<file path="config.mk">
export PLATFORM = sky130hd
export DESIGN_NAME = ati_bus_arbiter_flat
export DESIGN_NICKNAME = d
export VERILOG_FILES = /design/src/rtl/ati_bus_arbiter_if.sv /design/src/rtl/ati_bus_arbiter.sv /design/src/flat_wrapper.sv
export SDC_FILE = /design/constraint.sdc
export NUM_CORES = 1
export LEC_CHECK = 0
export BUFFER_PORTS_ARGS = -buffer_cell sky130_fd_sc_hd__buf_2
export CORE_AREA = 2 2 211 213
export CTS_CLUSTER_DIAMETER = 50
export DETAILED_ROUTE_END_ITERATION = 8
export DIE_AREA = 0 0 213 215
export SYNTH_ARGS = -nofsm -noshare
export SYNTH_HDL_FRONTEND = slang
export SYNTH_SLANG_ARGS = --single-unit
</file>
<file path="constraint.sdc">
create_clock -name clk -period 5.04 [get_ports clk]
set_input_delay 0.756 -clock clk [delete_from_list [all_inputs] [get_ports clk]]
set_output_delay 0.756 -clock clk [all_outputs]
set_load 0.01 [all_outputs]
</file>
<file path="src/rtl/ati_bus_arbiter_if.sv">
// Shared ATI system bus: address/data/type, transfer strobes and the addressed slave's
// flow-control and read-return signals.
interface ati_bus_arbiter_if #(
  parameter int DATA_BUS_WIDTH  = 64,
  parameter int ADDR_BUS_WIDTH  = 64,
  parameter int DATA_TYPE_WIDTH = 2
);
  logic [ADDR_BUS_WIDTH-1:0]  bus_addr;
  logic [DATA_BUS_WIDTH-1:0]  bus_wdata;
  logic [DATA_TYPE_WIDTH-1:0] bus_dtype;
  logic                       bus_wr_req;
  logic                       bus_rd_req;
  logic                       bus_buf_avail;
  logic [DATA_BUS_WIDTH-1:0]  bus_rdata;
  logic                       bus_rdata_valid;

  modport master (
    output bus_addr, bus_wdata, bus_dtype, bus_wr_req, bus_rd_req,
    input  bus_buf_avail, bus_rdata, bus_rdata_valid
  );

  modport slave (
    input  bus_addr, bus_wdata, bus_dtype, bus_wr_req, bus_rd_req,
    output bus_buf_avail, bus_rdata, bus_rdata_valid
  );
endinterface

</file>
<file path="src/rtl/ati_bus_arbiter.sv">
// Round-robin arbiter sequencing one master transaction at a time onto the shared ATI bus,
// with a bounded wait for read data.
module ati_bus_arbiter #(
  parameter int NUM_MASTERS     = 2,
  parameter int DATA_BUS_WIDTH  = 64,
  parameter int ADDR_BUS_WIDTH  = 64,
  parameter int DATA_TYPE_WIDTH = 2,
  parameter int RD_TIMEOUT      = 16
) (
  input  logic                                   clk,
  input  logic                                   rst_n,
  input  logic [NUM_MASTERS-1:0]                 m_req,
  input  logic [NUM_MASTERS-1:0]                 m_we,
  input  logic [NUM_MASTERS*ADDR_BUS_WIDTH-1:0]  m_addr,
  input  logic [NUM_MASTERS*DATA_BUS_WIDTH-1:0]  m_wdata,
  input  logic [NUM_MASTERS*DATA_TYPE_WIDTH-1:0] m_dtype,
  output logic [NUM_MASTERS-1:0]                 m_ack,
  output logic [NUM_MASTERS-1:0]                 m_rvalid,
  output logic [DATA_BUS_WIDTH-1:0]              m_rdata,
  output logic                                   m_rerr,
  output logic                                   busy,
  ati_bus_arbiter_if.master                      bus
);
  localparam int IDX_W = $clog2(NUM_MASTERS);
  localparam int CNT_W = $clog2(RD_TIMEOUT);

  typedef enum logic [2:0] {
    IDLE    = 3'd0,
    ISSUE   = 3'd1,
    STROBE  = 3'd2,
    WAIT_RD = 3'd3,
    RESP    = 3'd4
  } state_t;

  state_t                      state_r, next_state_s;
  logic [IDX_W-1:0]            last_grant_r, idx_r, grant_idx_s, cand_s;
  logic                        grant_found_s, rd_done_s, rd_timeout_s, we_r;
  logic [CNT_W-1:0]            rd_cnt_r;
  logic [ADDR_BUS_WIDTH-1:0]   addr_r;
  logic [DATA_BUS_WIDTH-1:0]   wdata_r, rdata_r;
  logic [DATA_TYPE_WIDTH-1:0]  dtype_r;
  logic [NUM_MASTERS-1:0]      ack_r, rvalid_r;
  logic                        rerr_r, wr_req_r, rd_req_r, busy_r;

  function automatic logic [NUM_MASTERS-1:0] onehot(input logic [IDX_W-1:0] i);
    logic [NUM_MASTERS-1:0] v;
    v    = '0;
    v[i] = 1'b1;
    return v;
  endfunction

  // Round-robin search: first requester at or after last_grant+1, wrapping
  always_comb begin
    grant_found_s = 1'b0;
    grant_idx_s   = '0;
    cand_s        = '0;
    for (int off = 1; off <= NUM_MASTERS; off++) begin
      cand_s = IDX_W'((int'(last_grant_r) + off) % NUM_MASTERS);
      if (!grant_found_s && m_req[cand_s]) begin
        grant_found_s = 1'b1;
        grant_idx_s   = cand_s;
      end else begin
        grant_found_s = grant_found_s;
      end
    end
  end

  // Next-state logic; valid read data takes precedence over the timeout
  always_comb begin
    next_state_s = state_r;
    rd_done_s    = 1'b0;
    rd_timeout_s = 1'b0;
    case (state_r)
      IDLE: begin
        if (grant_found_s) next_state_s = ISSUE;
        else               next_state_s = IDLE;
      end
      ISSUE: begin
        if (bus.bus_buf_avail) next_state_s = STROBE;
        else                   next_state_s = ISSUE;
      end
      STROBE: begin
        if (we_r) next_state_s = IDLE;
        else      next_state_s = WAIT_RD;
      end
      WAIT_RD: begin
        if (bus.bus_rdata_valid) begin
          rd_done_s    = 1'b1;
          next_state_s = RESP;
        end else if (rd_cnt_r == CNT_W'(RD_TIMEOUT - 1)) begin
          rd_timeout_s = 1'b1;
          next_state_s = RESP;
        end else begin
          next_state_s = WAIT_RD;
        end
      end
      RESP:    next_state_s = IDLE;
      default: next_state_s = IDLE;
    endcase
  end

  // State register
  always_ff @(posedge clk) begin
    if (!rst_n) state_r <= IDLE;
    else        state_r <= next_state_s;
  end

  // Latch the winner's request fields; last_grant resets to the top index so master 0 wins first
  always_ff @(posedge clk) begin
    if (!rst_n) begin
      last_grant_r <= IDX_W'(NUM_MASTERS - 1);
      idx_r        <= '0;
      we_r         <= 1'b0;
      addr_r       <= '0;
      wdata_r      <= '0;
      dtype_r      <= '0;
    end else if (state_r == IDLE && grant_found_s) begin
      last_grant_r <= grant_idx_s;
      idx_r        <= grant_idx_s;
      we_r         <= m_we[grant_idx_s];
      addr_r       <= m_addr[grant_idx_s*ADDR_BUS_WIDTH +: ADDR_BUS_WIDTH];
      wdata_r      <= m_wdata[grant_idx_s*DATA_BUS_WIDTH +: DATA_BUS_WIDTH];
      dtype_r      <= m_dtype[grant_idx_s*DATA_TYPE_WIDTH +: DATA_TYPE_WIDTH];
    end
  end

  // Read timeout counter
  always_ff @(posedge clk) begin
    if (!rst_n)                  rd_cnt_r <= '0;
    else if (state_r == STROBE)  rd_cnt_r <= '0;
    else if (state_r == WAIT_RD) rd_cnt_r <= rd_cnt_r + 1'b1;
  end

  // Strobes, pulses and busy are registered from the next state so they line up with it
  always_ff @(posedge clk) begin
    if (!rst_n) begin
      ack_r    <= '0;
      rvalid_r <= '0;
      wr_req_r <= 1'b0;
      rd_req_r <= 1'b0;
      busy_r   <= 1'b0;
    end else begin
      ack_r    <= (next_state_s == STROBE) ? onehot(idx_r) : '0;
      rvalid_r <= (next_state_s == RESP)   ? onehot(idx_r) : '0;
      wr_req_r <= (next_state_s == STROBE) &&  we_r;
      rd_req_r <= (next_state_s == STROBE) && !we_r;
      busy_r   <= (next_state_s != IDLE);
    end
  end

  // Read response data/error, held until the next response
  always_ff @(posedge clk) begin
    if (!rst_n) begin
      rdata_r <= '0;
      rerr_r  <= 1'b0;
    end else if (rd_done_s) begin
      rdata_r <= bus.bus_rdata;
      rerr_r  <= 1'b0;
    end else if (rd_timeout_s) begin
      rdata_r <= '0;
      rerr_r  <= 1'b1;
    end
  end

  assign m_ack          = ack_r;
  assign m_rvalid       = rvalid_r;
  assign m_rdata        = rdata_r;
  assign m_rerr         = rerr_r;
  assign busy           = busy_r;
  assign bus.bus_addr   = addr_r;
  assign bus.bus_wdata  = wdata_r;
  assign bus.bus_dtype  = dtype_r;
  assign bus.bus_wr_req = wr_req_r;
  assign bus.bus_rd_req = rd_req_r;
endmodule

</file>
<file path="src/flat_wrapper.sv">
// flat-port wrapper written by rule: the top's interface ports become plain ports
module ati_bus_arbiter_flat 
#(
  parameter int NUM_MASTERS     = 2,
  parameter int DATA_BUS_WIDTH  = 64,
  parameter int ADDR_BUS_WIDTH  = 64,
  parameter int DATA_TYPE_WIDTH = 2,
  parameter int RD_TIMEOUT      = 16
)
  (clk, rst_n, m_req, m_we, m_addr, m_wdata, m_dtype, m_ack, m_rvalid, m_rdata, m_rerr, busy, bus_bus_addr, bus_bus_wdata, bus_bus_dtype, bus_bus_wr_req, bus_bus_rd_req, bus_bus_buf_avail, bus_bus_rdata, bus_bus_rdata_valid);
  ati_bus_arbiter_if #(.DATA_BUS_WIDTH(DATA_BUS_WIDTH), .ADDR_BUS_WIDTH(ADDR_BUS_WIDTH), .DATA_TYPE_WIDTH(DATA_TYPE_WIDTH)) bus_i ();
  input  logic clk;
  input  logic rst_n;
  input  logic [NUM_MASTERS-1:0] m_req;
  input  logic [NUM_MASTERS-1:0] m_we;
  input  logic [NUM_MASTERS*ADDR_BUS_WIDTH-1:0] m_addr;
  input  logic [NUM_MASTERS*DATA_BUS_WIDTH-1:0] m_wdata;
  input  logic [NUM_MASTERS*DATA_TYPE_WIDTH-1:0] m_dtype;
  output logic [NUM_MASTERS-1:0] m_ack;
  output logic [NUM_MASTERS-1:0] m_rvalid;
  output logic [DATA_BUS_WIDTH-1:0] m_rdata;
  output logic m_rerr;
  output logic busy;
  output wire logic [$bits(bus_i.bus_addr)-1:0] bus_bus_addr;
  output wire logic [$bits(bus_i.bus_wdata)-1:0] bus_bus_wdata;
  output wire logic [$bits(bus_i.bus_dtype)-1:0] bus_bus_dtype;
  output wire logic [$bits(bus_i.bus_wr_req)-1:0] bus_bus_wr_req;
  output wire logic [$bits(bus_i.bus_rd_req)-1:0] bus_bus_rd_req;
  input wire logic [$bits(bus_i.bus_buf_avail)-1:0] bus_bus_buf_avail;
  input wire logic [$bits(bus_i.bus_rdata)-1:0] bus_bus_rdata;
  input wire logic [$bits(bus_i.bus_rdata_valid)-1:0] bus_bus_rdata_valid;
  assign bus_bus_addr = bus_i.bus_addr;
  assign bus_bus_wdata = bus_i.bus_wdata;
  assign bus_bus_dtype = bus_i.bus_dtype;
  assign bus_bus_wr_req = bus_i.bus_wr_req;
  assign bus_bus_rd_req = bus_i.bus_rd_req;
  assign bus_i.bus_buf_avail = bus_bus_buf_avail;
  assign bus_i.bus_rdata = bus_bus_rdata;
  assign bus_i.bus_rdata_valid = bus_bus_rdata_valid;
  ati_bus_arbiter #(.NUM_MASTERS(NUM_MASTERS), .DATA_BUS_WIDTH(DATA_BUS_WIDTH), .ADDR_BUS_WIDTH(ADDR_BUS_WIDTH), .DATA_TYPE_WIDTH(DATA_TYPE_WIDTH), .RD_TIMEOUT(RD_TIMEOUT)) u_core (.clk(clk), .rst_n(rst_n), .m_req(m_req), .m_we(m_we), .m_addr(m_addr), .m_wdata(m_wdata), .m_dtype(m_dtype), .m_ack(m_ack), .m_rvalid(m_rvalid), .m_rdata(m_rdata), .m_rerr(m_rerr), .busy(busy), .bus(bus_i));
endmodule
</file>
* Word-level counts from Yosys, hierarchy flattened
Cells that the tools add are included.
** Cells by class
- $add $sub $neg :: 3
- Reductions and logical operators :: 14
- Muxes and demuxes :: 25
- Eq/ne operators :: 6
- Shift operators :: 3
- Bitwise gates (word level) :: 1
- Order comparisons :: 5
** Operators with widths (count)
- variable part select 128 x 8 -> 64 bit :: 2
- two-way mux 64 bit :: 2
- two-way mux 1 bit :: 17
- one-hot mux 3 bit (4 select lines) :: 1
- equality test 3 x 2 -> 1 bit, second input constant :: 3
- less-than comparator 1 x 2 -> 1 bit, second input constant :: 4
- two-way mux 3 bit :: 2
- logical AND 1 bit :: 5
- adder 4 x 1 -> 4 bit, second input constant :: 1
- equality test 4 bit, second input constant :: 1
- two-way mux 2 bit :: 2
- AND reduction 2 bit :: 2
- OR reduction 2 bit :: 2
- variable part select 4 x 3 -> 2 bit :: 1
- equality test 3 x 1 -> 1 bit, second input constant :: 1
- equality test 3 bit, second input constant :: 1
- logical NOT 3 bit :: 1
- nonzero test 3 bit :: 1
- adder 1 bit, second input constant :: 2
- logical NOT 1 bit :: 2
- nonzero test 2 bit :: 1
- demux 1 bit (select 1 bit) :: 1
- >= comparator 1 bit, second input constant :: 1
- inverter 1 bit :: 1
** Word-level totals
- Word-level logic and storage cells :: 72
- Bits in registers :: 212
- Bits of input ports :: 332
- Output and inout bits :: 202

* Depth between registers and ports, before layout
- Word-level depth :: 11
- Depth in mapped cells :: 6
- Mapped depth without buffers :: 4

* Worst setup path before layout
Ideal clock, no wire load.
- Path type :: in2reg
- Start point :: input m_req[1]
- End point :: register u_core.addr_r[38], in the netlist u_core.bus.bus_addr[38]
- Data required time :: 4.921 ns
- Stages on the path :: 6
- Data arrival time :: 1.853 ns
- Slack :: 3.068 ns
- Setup time :: 0.119 ns
- Buffers on the path :: 3
- Cells stage by stage :: nor2b_1 > buf_2 > buf_2 > clkbuf_1 > o32a_1 > o221a_2
** Between the ends
- Longest elaborated chain between the ends :: 7
- Elaborated cells on any way between the ends :: 12
- Those cells by class :: 1 x shift; 8 x mux; 3 x reduce/logical
** RTL lines
- from (decl) :: line flat_wrapper.sv:14 : input logic [NUM_MASTERS-1:0] m_req;
- two-way mux 1 bit (implied by the code) (2 in series) :: line ati_bus_arbiter.sv:59 : if (!grant_found_s && m_req[cand_s]) begin
- two-way mux 1 bit :: line ati_bus_arbiter.sv:59
- logical NOT 1 bit :: line ati_bus_arbiter.sv:59
- logical AND 1 bit :: line ati_bus_arbiter.sv:59
- two-way mux 1 bit :: line ati_bus_arbiter.sv:59
- variable part select 128 x 8 -> 64 bit / logical AND 1 bit (equally long branches) :: line ati_bus_arbiter.sv:121, ati_bus_arbiter.sv:117
- to (signal assigned) :: line ati_bus_arbiter.sv:121 : addr_r <= m_addr[grant_idx_s*ADDR_BUS_WIDTH +: ADDR_BUS_WIDTH];
- to (decl) :: line ati_bus_arbiter.sv:39 : logic [ADDR_BUS_WIDTH-1:0] addr_r;
Parallel ways exist; a longest one is shown, timed or not. The select of a mux whose other input is x is not followed.
A chain may end at the register's enable or synchronous reset.

* Worst setup path in the final report
- Start point :: register u_core.state_r[0]
- End point :: register u_core.wdata_r[56], in the netlist u_core.bus.bus_wdata[56]
** Between the ends
- Longest elaborated chain between the ends :: 2
** RTL lines
- from (decl) :: line ati_bus_arbiter.sv:35 : state_t state_r, next_state_s;
- from (signal assigned) :: line ati_bus_arbiter.sv:105 : else state_r <= next_state_s;
- logical NOT 3 bit :: line ati_bus_arbiter.sv:117 : end else if (state_r == IDLE && grant_found_s) begin
- logical AND 1 bit :: line ati_bus_arbiter.sv:117
- to (signal assigned) :: line ati_bus_arbiter.sv:122 : wdata_r <= m_wdata[grant_idx_s*DATA_BUS_WIDTH +: DATA_BUS_WIDTH];
- to (decl) :: line ati_bus_arbiter.sv:40 : logic [DATA_BUS_WIDTH-1:0] wdata_r, rdata_r;
Every way passes these cells.

==> reports/metrics.yaml <==
drt_pass1_iterations: 5
yosysUniqueCellTypes: 39
rsz0062_at_grt: "false"
worst_pin_slew_ns: 0.930
core-area_um2: 43600
cts_setup_buffers: 0
place_hpwl_um: 23000
clockBufferDepth: 3
layout.nets: 1634
fin_setup_tns_ns: 0
syn_avg_cell_area_um2: 10.4
yosys_register_bits: 212
routedWlPerCell_um: 17.4
reg2reg_slack_ns: 2.48
worstSetupPathType: "reg -> reg"
grt_start_max_net_pins: 135
leakagePower_nw: 5.80
cp-start-kind: "register"
dieArea_um2: 45800
clkLatencyLatePin_ns: 0.56
syn_nets: 1177
ys.flop_type: "dfxtp_1"
io_pins: 534
hold_viol_final: 0
dpl_worst_slack_ns: 2.40
holdPathEnd: "u_core.m_rdata[7]"
peakVddDrop_mv: 0.229
drc_errors: 0
path_max_fanout: 121
cts-root-buf: "clkbuf_16"
reg2regPathDepth: 4
regArea_um2: 4240
fp.dieW_um: 213
status: "complete, no violations"
numCtsBuffers: 30
critPathArrivalTime_ns: 3.00
dr_wl_met2_um: 16300
drive_gt1_share_pct: 54.7
r2r_end: "u_core.bus.bus_wdata[56]"
area_delta_synth_final_pct: 46.3
grt_usage_pct: 13.5
initial_utilization_pct: 20.2
cts_tree: "done"
worstReg2RegStart: "u_core.state_r[0]"
fp.dieH_um: 215
finalSetupViolCount: 0
finalWorstSetupSlack_ns: 2.48
antenna_found_initial: 7
cts_resized: 0
rows: 77
drv_slew: 0
hold_depth: 3
synth_area_um2: 8800
cts-htree-levels: 1
ys.warnings.count: 0
n_fill_cell: 4608
hp-class: "in -> reg"
gp_congestion: 0.831
dr.max_layer_used: "met5"
dr_wl_met3_um: 3060
clk_pin_slew_ns: 0.06
grt-ovfl-total: 0
worstPathRequired_ns: 5.48
vias: 9220
routed_via_density: 4.81
place.port_buffers: 533
power_density_nw_per_um2: 423
postRouteAntennaNets: 0
min_period_ns: 2.56
max-cap-violations: 0
synth_edf_count: 0
hold_path_startpoint: "bus_bus_rdata[7]"
max_freq_ghz: 0.390
drt-total-wl_um: 33300
multi_input_area_um2: 4050
async_flop_share_pct: 0
clkSinkCount: 212
hold_buffers: 0
grt_pass1_wl_um: 49300
m1WireLength_um: 12900
synth_seq_area_share_pct: 48.2
grt_pass1_vias: 8803
setup.worst_path.end_class: "register"
netlist_instances: 844
drt_iter0_markers: 735
clock-skew-final_ns: 0.00846
slew_headroom_pct: 38.0
fin_crit_sh_pct: 50.9
[cells by family after synthesis]
kind of cell | after synthesis | share of synthesized area, %
mux | 1 | 0.114
fa+ha+maj | 1 | 0.142
compound gates | 345 | 37.6
buf+inv | 120 | 6.14
simple gates | 165 | 7.82
flops | 212 | 48.2
[final cells by class]
cell class / instances / area share [%]
inverter: 2 / 0.0777
clock buffer: 39 / 6.64
tap: 592 / 5.75
sequential: 212 / 32.9
antenna: 3 / 0.0583
timing repair buffer: 543 / 21.6
multi-input combinational: 512 / 31.4
clock inverter: 14 / 1.54
[registers in the layout, summed over array words and instances, names as in the netlist]
name                   cells
u_core.m_rvalid            2
u_core.m_rerr              1
u_core.bus.bus_dtype       2
u_core.m_ack               2
u_core.rd_cnt_r            4
u_core.bus.bus_wdata      64
u_core.busy                1
u_core.bus.bus_addr       64
u_core.state_r             3
u_core.we_r                1
u_core.bus.bus_rd_req      1
u_core.idx_r               1
u_core.bus.bus_wr_req      1
u_core.last_grant_r        1
u_core.m_rdata            64
[per-stage QoR]
| stage | util, % | power, mW | cells | cell area [µm²] | hold slack (ns) |
|---|---|---|---|---|---|
| 4_1_cts | 29.5 | 5.54 | 1914 | 12900 | 0.406 |
| 2_1_floorplan | - | 2.80 | 844 | 8800 | 0.426 |
| 3_3_place_gp | 27.1 | 3.28 | 1861 | 11800 | 0.451 |
| 5_1_grt | 29.5 | 5.72 | 1916 | 12900 | 0.417 |
| 6_report | 29.5 | 5.44 | 1917 | 12900 | 0.450 |
| 3_5_place_dp | 27.1 | 3.30 | 1861 | 11800 | 0.454 |
[routing by layer]
layer	up-vias	track usage, %
met3	64	3.87
met5	-	0
li1	4337	-
met2	431	23.9
met1	4382	15.1
met4	6	5.10
[layout by cell type, fill, tap and decap left out, types with 7 or more instances in the layout]
master,instances
buf_2,532
dfxtp_1,212
nand2_1,132
o32a_1,131
o221a_2,123
o22ai_1,64
clkbuf_16,31
o221a_1,8
a21oi_1,8
buf_4,8
nor2_1,7
[worst max-delay path: stages, from the launching register on]
cell	delay, ns
dfxtp_1	0.57
or3_4	0.72
nor2_4	0.21
buf_12	0.25
o221a_2	0.45
[cells in the mapped netlist (2+ instances only)]
cell | count | area, µm²
clkbuf_1 | 87 | 327
nand3_1 | 2 | 10.0
nor2_1 | 8 | 30.0
dfxtp_1 | 212 | 4240
o221a_1 | 8 | 90.1
buf_2 | 12 | 60.1
nand2b_1 | 2 | 12.5
nor2b_1 | 3 | 18.8
o32a_1 | 131 | 1310
a31oi_1 | 2 | 12.5
nand2_1 | 133 | 499
buf_6 | 10 | 113
o221a_2 | 123 | 1390
o22ai_1 | 64 | 400
o21ai_0 | 2 | 10.0
nor3_1 | 3 | 15.0
and2_1 | 3 | 18.8
a21oi_1 | 8 | 40.0
or3_1 | 2 | 12.5
nand3b_1 | 2 | 15.0
buf_1 | 9 | 33.8
[power breakdown]
group	internal (mW)	leakage, nW	switching [mW]	total (mW)
logic	0.557	3.53	0.672	1.23
clock network	1.40	0.520	0.790	2.19
registers	1.90	1.74	0.124	2.02
total	3.86	5.80	1.59	5.44
[worst max path at each step]
stage                          endpoint               from  slack (ns)
3_5_place_dp    u_core.bus.bus_addr[20]           m_req[0]        2.40
5_1_grt         u_core.bus.bus_addr[55]  u_core.state_r[0]        2.32
2_1_floorplan   u_core.bus.bus_addr[38]           m_req[1]        3.07
4_1_cts                    u_core.idx_r  u_core.state_r[0]        2.46
6_report       u_core.bus.bus_wdata[56]  u_core.state_r[0]        2.48
3_3_place_gp               u_core.idx_r  u_core.state_r[0]        2.45
No activity file was read; power rests on OpenSTA's default activity.
